[src/rtl/xy_router_rr.sv]
// -----------------------------------------------------------------------------
// xy_router_rr
// Five-port 2-D mesh/torus router with dimension-ordered (X then Y) routing,
// per-input FIFOs and per-output fixed-priority or round-robin arbitration.
//
// Port index map (all 5-bit vectors and 5*PW packet buses):
//   0 local, 1 left, 2 up, 3 right, 4 down. Lane p = bits [PW*(p+1)-1:PW*p].
// Packet layout: [CA-1:0] dst col, [CA+RA-1:CA] dst row, upper bits payload.
//
// Ports:
//   clk_i       rising-edge clock
//   rst_i       synchronous active-high reset
//   wr_en_i     per-port write strobe from upstream
//   pckt_i      per-port incoming packet
//   full_o      per-port almost-full to upstream (count >= DEPTH-1)
//   ovrflw_o    per-port sticky overflow flag
//   nxt_full_i  per-port almost-full from downstream
//   wr_en_o     per-port registered write strobe to downstream
//   pckt_o      per-port registered outgoing packet
//   drop_cnt_o  saturating count of dropped packets (overflow + bad address)
// -----------------------------------------------------------------------------
module xy_router_rr #(
   parameter int ROW_N        = 3,
   parameter int COL_M        = 3,
   parameter int ROW_CORD     = 0,
   parameter int COL_CORD     = 0,
   parameter int PCKT_DATA_W  = 8,
   parameter int FIFO_DEPTH_W = 2,
   parameter int TORUS        = 0,
   parameter int ARB_TYPE     = 1
) (
   input  logic                                                   clk_i,
   input  logic                                                   rst_i,
   input  logic [4:0]                                             wr_en_i,
   input  logic [5*(PCKT_DATA_W+$clog2(ROW_N)+$clog2(COL_M))-1:0] pckt_i,
   output logic [4:0]                                             full_o,
   output logic [4:0]                                             ovrflw_o,
   input  logic [4:0]                                             nxt_full_i,
   output logic [4:0]                                             wr_en_o,
   output logic [5*(PCKT_DATA_W+$clog2(ROW_N)+$clog2(COL_M))-1:0] pckt_o,
   output logic [7:0]                                             drop_cnt_o
);

   localparam int CA       = $clog2(COL_M);
   localparam int RA       = $clog2(ROW_N);
   localparam int PW       = PCKT_DATA_W + RA + CA;
   localparam int DEPTH    = 2 ** FIFO_DEPTH_W;
   localparam int DEPTH_M1 = DEPTH - 1;
   localparam int NP       = 5;

   localparam logic [FIFO_DEPTH_W:0] CNT_DEPTH  = DEPTH[FIFO_DEPTH_W:0];
   localparam logic [FIFO_DEPTH_W:0] CNT_ALMOST = DEPTH_M1[FIFO_DEPTH_W:0];

   localparam logic [2:0] PORT_LOCAL = 3'd0;
   localparam logic [2:0] PORT_LEFT  = 3'd1;
   localparam logic [2:0] PORT_UP    = 3'd2;
   localparam logic [2:0] PORT_RIGHT = 3'd3;
   localparam logic [2:0] PORT_DOWN  = 3'd4;

   // X first, then Y. In torus mode each dimension picks the shorter wrap
   // direction; a tie (distance exactly half the ring) goes right/down.
   function automatic logic [2:0] calc_route(input int col, input int row);
      int d;
      d          = 0;
      calc_route = PORT_LOCAL;
      if (col != COL_CORD) begin
         if (TORUS != 0) begin
            d          = (col >= COL_CORD) ? col - COL_CORD : col + COL_M - COL_CORD;
            calc_route = (d <= COL_M / 2) ? PORT_RIGHT : PORT_LEFT;
         end else begin
            calc_route = (col > COL_CORD) ? PORT_RIGHT : PORT_LEFT;
         end
      end else if (row != ROW_CORD) begin
         if (TORUS != 0) begin
            d          = (row >= ROW_CORD) ? row - ROW_CORD : row + ROW_N - ROW_CORD;
            calc_route = (d <= ROW_N / 2) ? PORT_DOWN : PORT_UP;
         end else begin
            calc_route = (row > ROW_CORD) ? PORT_DOWN : PORT_UP;
         end
      end
   endfunction

   logic [PW-1:0]           mem     [NP][DEPTH];
   logic [FIFO_DEPTH_W-1:0] wr_ptr  [NP];
   logic [FIFO_DEPTH_W-1:0] rd_ptr  [NP];
   logic [FIFO_DEPTH_W:0]   count   [NP];
   logic [PW-1:0]           head    [NP];
   logic [2:0]              route   [NP];
   logic [NP-1:0]           req     [NP];   // req[o][i]: input i wants output o
   logic [2:0]              gnt_idx [NP];
   logic [2:0]              ptr     [NP];   // last granted input per output
   logic [2:0]              cand;
   logic [NP-1:0]           nonempty, head_ok, push, pop, drop_wr, drop_rt, out_vld;
   logic [3:0]              drop_inc;
   logic [8:0]              drop_sum;

   // Per-input FIFO status and head routing.
   // NOTE: every always_comb output gets a value on every path (here directly,
   // elsewhere via a default first) so no latch is inferred.
   always_comb begin
      for (int p = 0; p < NP; p++) begin
         head[p]     = mem[p][rd_ptr[p]];
         nonempty[p] = (count[p] != '0);
         head_ok[p]  = (int'(head[p][CA-1:0]) < COL_M) && (int'(head[p][CA+RA-1:CA]) < ROW_N);
         route[p]    = calc_route(int'(head[p][CA-1:0]), int'(head[p][CA+RA-1:CA]));
         // A write into a full FIFO is dropped even if a pop frees a slot this cycle.
         push[p]     = wr_en_i[p] && (count[p] != CNT_DEPTH);
         drop_wr[p]  = wr_en_i[p] && (count[p] == CNT_DEPTH);
         drop_rt[p]  = nonempty[p] && !head_ok[p];
         // One slot stays reserved for the packet already on the registered link.
         full_o[p]   = (count[p] >= CNT_ALMOST);
      end
   end

   // Output arbitration. Loops run from the back so the final overwrite is the
   // first candidate in search order.
   always_comb begin
      cand = '0;
      for (int o = 0; o < NP; o++) begin
         gnt_idx[o] = '0;
         for (int i = 0; i < NP; i++)
            req[o][i] = nonempty[i] && head_ok[i] && (route[i] == 3'(o)) && !nxt_full_i[o];
         if (ARB_TYPE == 0) begin
            for (int i = NP - 1; i >= 0; i--)
               if (req[o][i]) gnt_idx[o] = 3'(i);
         end else begin
            for (int k = NP; k >= 1; k--) begin
               cand = 3'((int'(ptr[o]) + k) % NP);
               if (req[o][cand]) gnt_idx[o] = cand;
            end
         end
         out_vld[o] = |req[o];
      end
   end

   // Pops: granted heads plus heads with an unreachable address.
   always_comb begin
      pop = drop_rt;
      for (int o = 0; o < NP; o++)
         if (out_vld[o]) pop[gnt_idx[o]] = 1'b1;
      drop_inc = '0;
      for (int p = 0; p < NP; p++)
         drop_inc = drop_inc + 4'(drop_wr[p]) + 4'(drop_rt[p]);
      drop_sum = {1'b0, drop_cnt_o} + {5'b0, drop_inc};
   end

   // NOTE: the payload array is not reset; pointers and counts alone decide
   // which entries are live, so stale contents are never forwarded.
   always_ff @(posedge clk_i) begin
      for (int p = 0; p < NP; p++)
         if (push[p]) mem[p][wr_ptr[p]] <= pckt_i[PW*p +: PW];
   end

   // NOTE: sequential state uses non-blocking assignments so every register
   // samples pre-edge values regardless of statement order.
   always_ff @(posedge clk_i) begin
      if (rst_i) begin
         for (int p = 0; p < NP; p++) begin
            wr_ptr[p] <= '0;
            rd_ptr[p] <= '0;
            count[p]  <= '0;
            ptr[p]    <= 3'd4;   // first search after reset starts at index 0
         end
         ovrflw_o   <= '0;
         wr_en_o    <= '0;
         pckt_o     <= '0;
         drop_cnt_o <= '0;
      end else begin
         for (int p = 0; p < NP; p++) begin
            if (push[p]) wr_ptr[p] <= wr_ptr[p] + 1'b1;
            if (pop[p])  rd_ptr[p] <= rd_ptr[p] + 1'b1;
            case ({push[p], pop[p]})
               2'b10:   count[p] <= count[p] + 1'b1;
               2'b01:   count[p] <= count[p] - 1'b1;
               default: count[p] <= count[p];
            endcase
         end
         for (int o = 0; o < NP; o++) begin
            wr_en_o[o] <= out_vld[o];
            if (out_vld[o]) begin
               pckt_o[PW*o +: PW] <= head[gnt_idx[o]];
               ptr[o]             <= gnt_idx[o];
            end
         end
         ovrflw_o   <= ovrflw_o | drop_wr;
         drop_cnt_o <= (drop_sum > 9'd255) ? 8'hFF : drop_sum[7:0];
      end
   end

endmodule

[config.mk]
export PLATFORM = sky130hd
export DESIGN_NAME = xy_router_rr
export DESIGN_NICKNAME = d
export VERILOG_FILES = /design/src/rtl/xy_router_rr.sv
export SDC_FILE = /design/constraint.sdc
export NUM_CORES = 1
export LEC_CHECK = 0
export ABC_AREA = 1
export CAP_MARGIN = 5
export CORE_MARGIN = 1
export CORE_UTILIZATION = 50
export DETAILED_ROUTE_END_ITERATION = 7
export DONT_BUFFER_PORTS = 1
export PLACE_DENSITY = 0.76
export SYNTH_ARGS = -nofsm -noshare
export SYNTH_HDL_FRONTEND = slang
export SYNTH_SLANG_ARGS = --single-unit
export TNS_END_PERCENT = 100
[constraint.sdc]
create_clock -name clk_i -period 15.6 [get_ports clk_i]
set_input_delay 2.34 -clock clk_i [delete_from_list [all_inputs] [get_ports clk_i]]
set_output_delay 2.34 -clock clk_i [all_outputs]
set_load 0.05 [all_outputs]
==> flow_summary.ini <==
[logic_synthesis]
yosysMostFrequentCell = nand2_1
async_reset_ff_frac = 0
synth-seq-cells = 336
synthCells = 2458
yosysTopAreaCell = edfxtp_1
synth_common_cells = 608 x nand2_1, 284 x edfxtp_1, 277 x inv_1
synth.yosys.warnings = 0
avgSynthCellArea_um2 = 8.58
ys_types = 70
yosys-top-cells-area = edfxtp_1 40%, nand2_1 11%, ha_1 6.5%, dfxtp_1 4.9%, inv_1 4.9%
synth_ff_type = edfxtp_1
yosysSeqAreaShare = 0.454
synth_top_area_share = 0.404
syn_area_mm2 = 0.0211
synth_edf_count = 284

[grt]
antenna_found_initial = 1
grt_overflow = 0
grt_use_total = 0.246
grt_pass1_vias = 15700
grt_pass1_wl_mm = 84.1
grt_max_degree = 43

[floorplan]
fp.dieW_um = 207
start_util = 0.512
io_pins = 155
die_h_um = 207
rows = 74
die_area_mm2 = 0.0430
core_mm2 = 0.0412

[place]
port_buffers = 0
place_congestion = 0.954
pre_cts_ws_ps = 8310
hpwlAfterDp_mm = 39.8

[critical_path]
start_kind = flip-flop
end_kind = flip-flop
setup.worst_path.end = count[2][2]
r2r_cells = 34
r2r_slack_ps = 8120
crit_family = simple AND/OR/NAND/NOR gates
cpMostUsedCell = nand2_1
r2r_start = ptr[0][9]
cp_slowest_stage_delay_ps = 840
crit_required_ps = 15920
rr_endpoint = count[2][2]
critical_path_class = flip-flop to flip-flop
arrival_ps = 7800
path_depth = 34
worst_path_max_delay_cell = edfxtp_1
path_buf_inv = 5
worstPathMaxFanout = 25
critical_path.startpoint = ptr[0][9]

[sta]
setup_violations = 0
clock_skew_ps = 22.1
max_freq_mhz = 134
hold_viol_final = 0
slew_viol_final = 0
finalWorstSetupSlack_ps = 8120
fin_crit_sh = 0.479
worst_pin_slew_ps = 1220
rsz0062_at_grt = no
layout_min_cycle_time_ps = 7480
relSlewSlack = 0.184
setup-tns-final_ps = 0

[clocking]
cts_max_level = 1
cts_sinks = 336
clock-root-buffer = clkbuf_16
clk_path_buf_depth = 3
post_cts_buffers = 0
cts_hold_buf = 0
numCtsBuffers = 31
cts_tree = built
clk_pin_slew_ps = 60
cts.repair.resized = 0
clk_latency_ps = 580

[route]
first_pass_iters = 7
drc = 0
postRouteAntennaNets = 0
vias_per_cell = 5.63
wl_per_cell_um = 18.0
drt-total-wl_mm = 53.4
via_count = 16700
drtIter0Drc = 1567

[flow_run]
maxCapViolCount = 0

[layout]
nFillCells = 3544
drive_above_1_share = 0.115
multiInputGateArea_mm2 = 0.00965
num-nets-final = 2610
area_growth_pct = 5.84
seq_area_mm2 = 0.00957

[run_status]
outcome = complete, no violations

[hold_path]
worstHoldPathType = flip-flop to flip-flop
## sequential cells by signal, indices dropped and copies added (netlist names)
register,flops
ptr,9
mem,240
rd_ptr,10
ovrflw_o,5
wr_ptr,10
pckt_o,36
wr_en_o,3
drop_cnt_o,8
count,15
## cell usage in the layout, fill, tap and decap left out, drive strengths merged, types with 3 or more instances in the layout
master,count
a21oi,83
a32oi,16
buf,7
bufinv,10
clkbuf,37
clkinv,10
conb,26
dfxtp,52
edfxtp,284
fa,11
ha,110
inv,318
nand2,695
nand3,208
nand3b,9
nand4,37
nor2,210
nor3,12
o2111ai,4
o211ai,7
o21a,3
o21ai,161
o221ai,20
o22ai,20
o31ai,3
o41ai,4
or2,30
xnor2,13
xor2,21
## metrics by stage
stage               std cells  hold slack (ps)  utilization  cell area, um^2
floorplan                2483              556            -            21200
global placement         2916              575        0.513            21200
detailed placement       2916              584        0.513            21200
CTS                      2973              593        0.542            22300
global route             2973              603        0.542            22300
finish                   2974              594        0.542            22300
## kinds of logic after synthesis
kind of cell             Yosys count  share of synthesized area
AO/OA/AOI/OAI                    334                     0.0950
AND/OR/NAND/NOR                 1205                      0.265
other                              1                   0.000178
flip-flops                       336                      0.454
adder cells (fa/ha/maj)          121                     0.0757
buffers and inverters            426                     0.0935
XOR/XNOR                          35                     0.0173
## how the worst min path moves through the flow
stage,endpoint,slack (ps),cells past startpoint,start
2_1_floorplan,count[0][0],560,1,count[0][0]
3_3_place_gp,count[1][0],570,1,count[1][0]
3_5_place_dp,count[3][0],580,1,count[3][0]
4_1_cts,count[2][0],590,1,count[2][0]
5_1_grt,count[2][0],600,1,count[2][0]
6_report,count[3][0],590,1,count[3][0]
## metal layers
layer,vias to the layer above,wire length [um],global-route usage
li1,8033,-,-
met1,7818,20800,0.301
met2,768,25300,0.411
met3,121,4820,0.0530
met4,0,2540,0.119
met5,-,0,0
## final cells by class
class / count / area share
antenna: 1 / 0.000112
clock inverter: 20 / 0.0160
multi-input combinational: 1721 / 0.432
clock buffer: 37 / 0.0362
sequential: 336 / 0.429
tap: 532 / 0.0298
timing repair buffer: 7 / 0.00235
inverter: 320 / 0.0545
## worst reg2reg max path: cells and delay by family (launching register included)
family	cells	cell delay, ps
fa+ha+maj	4	1410
simple gates	22	3410
buf+inv	5	1010
flops	1	840
xor+xnor	1	230
compound gates	2	310
Power is left out: the tool's default activity adds up to more than one toggle a clock period on the data nets, which glitch-free logic cannot reach.
==> variant: new RTL, config.mk and constraints unchanged <==
Set the parameter `ROW_N` to 2 (it was 3).
--- a/src/rtl/xy_router_rr.sv
+++ b/src/rtl/xy_router_rr.sv
@@ -20,7 +20,7 @@
 //   drop_cnt_o  saturating count of dropped packets (overflow + bad address)
 // -----------------------------------------------------------------------------
 module xy_router_rr #(
-   parameter int ROW_N        = 3,
+   parameter int ROW_N        = 2,
    parameter int COL_M        = 3,
    parameter int ROW_CORD     = 0,
    parameter int COL_CORD     = 0,
Ports: changed (resized pckt_i and pckt_o); port bits go from 155 to 145. The function was not compared with the original's and may differ.
==> variant against the original RTL <==
Worst setup slack worse by 0.75 ns; critical path depth fell by 1; die area down 7.7%; synthesized area fell by 7.8%; wire length down 7.9%; sequential cell count fell by 23; design area decreased by 7.7%; maximum frequency fell by 9.1%; critical endpoint is now count[4][2]; highest routed layer unchanged.
Power is not shown: default switching activity piles up to over one toggle a cycle in this logic, so the estimate is an artifact.
==> variant: results (changes against the original RTL) <==
final_layout:
  finalNonFillerCells: 2736  # -8.0%
  drive_gt1_share_pct: 9.62  # -1.9 points
  fin_nets: 2401  # -8.0%
  antenna_cells: 0  # -1
  largest_reg_flops: 220  # -8.3%
  fillers: 3321  # -6.3%
worst_hold_path:
  min_to: "count[0][0]"
  hp-start: "count[0][0]"
clock_tree:
  ctsResizeCount: 0  # unchanged
  cts_buffers: 29  # -6.5%
  cts_root_buffer: "clkbuf_16"
  postCtsSetupBuffers: 0  # unchanged
place:
  dp_cells: 2682  # -8.0%
  io_buffer_count: 0  # unchanged
  dp_hpwl_um: 36600  # -8.0%
  place.gp.congestion: 0.937  # -1.8%
status:
  status: "finished, final reports clean"
critical_path:
  worstReg2RegEnd: "count[4][2]"
  rr_worst_depth: 33  # -2.9%
  cp_max_fo: 20  # -20%
  r2r-start: "ptr[0][12]"
  crit_slowest_cell: "a21oi_2"
  cp.arrival_ns: 8.53  # +0.73 ns
  rrSetupSlack_ns: 7.38  # -0.75 ns
synthesis:
  yosysSeqAreaShare_pct: 45.8  # +0.43 points
  synth_edf_count: 264  # -7.0%
  synthTopCellsByArea: "edfxtp_1, nand2_1, ha_1"
  synthAdderAreaFrac_pct: 8.95  # +1.4 points
  synthCells: 2240  # -8.9%
  synth_compound_area_share_pct: 10.7  # +1.2 points
  synth_commonest_cells: "nand2_1, edfxtp_1, inv_1"
  synthXorXnorAreaFrac_pct: 1.72  # -0.015 points
detailed_routing:
  dr.pass1.iters: 5  # -2
  via_count: 15274  # -8.8%
  drt_wl_total_um: 49200  # -7.9%
  drtIter0Drc: 1243  # -21%
global_route:
  grt_usage_pct: 24.9  # +0.30 points
  antenna_found_initial: 0  # -1
  grt_pass1_vias: 14256  # -9.1%
  grt_start_max_net_pins: 70  # +63%
  grt_pass1_wl_um: 76100  # -9.5%
timing:
  slew_headroom_pct: 19.8  # +1.4 points
  skew_ns: 0.0135  # -0.00854 ns
## variant: changes by cell type in the layout (fill, tap and decap cells not counted), sizes merged, moves of 10 or more
cell	delta
a32oi	-15
o22ai	+14
or2	-20
o211ai	+31
edfxtp	-20
ha	+10
nand2	-144
o221ai	-20
nand3	+21
inv	-53
a21oi	-22
## variant: how the worst max path moves through the flow
stage	startpoint	endpoint	slack [ns]	depth (start not counted)
2_1_floorplan	wr_en_i[0]	drop_cnt_o[5]	9.80	13
5_1_grt	ptr[0][12]	count[4][2]	6.68	33
4_1_cts	ptr[0][12]	count[4][2]	7.56	31
6_report	ptr[0][12]	count[4][2]	7.38	33
3_5_place_dp	ptr[0][12]	count[4][2]	7.62	31
3_3_place_gp	ptr[0][12]	count[4][2]	7.75	33
## variant: final cells by class
cell class / count / area, um2 / area share, %
Tap cell: 511 / 639 / 3.10
Inverter: 265 / 1000 / 4.87
Multi-Input combinational cell: 1587 / 9050 / 43.9
Clock inverter: 24 / 240 / 1.17
Clock buffer: 30 / 729 / 3.54
Sequential cell: 313 / 8910 / 43.2
Timing Repair Buffer: 6 / 45.0 / 0.219
## variant: per-layer routing
metal / track usage [%] / share of wire (%) / vias up
li1: - / - / 7422
met1: 31.0 / 39 / 7163
met2: 41.0 / 46 / 568
met3: 5.16 / 9.3 / 121
met4: 12.2 / 5.0 / 0
met5: 0 / 0 / -
## variant: through the flow
stage,setup WS (ns),instance area [um2],hold slack (ns)
6_report,7.38,20600,0.566
4_1_cts,7.56,20600,0.564
5_1_grt,6.68,20600,0.592
3_5_place_dp,7.62,19600,0.555
2_1_floorplan,9.80,19500,0.531
3_3_place_gp,7.75,19600,0.543
## variant: worst reg2reg max path: cells and delay by family (launching register included)
kind	cells	cell delay, ns
flip-flops	1	0.80
buffers and inverters	5	0.97
AND/OR/NAND/NOR	20	3.13
AO/OA/AOI/OAI	3	1.37
XOR/XNOR	1	0.33
adder cells (fa/ha/maj)	4	1.37
## variant: cell families after synthesis
family | count (synthesis)
other cells | 1
fa+ha+maj | 132
flops | 313
xor+xnor | 36
simple gates | 1054
buf+inv | 363
compound gates | 341
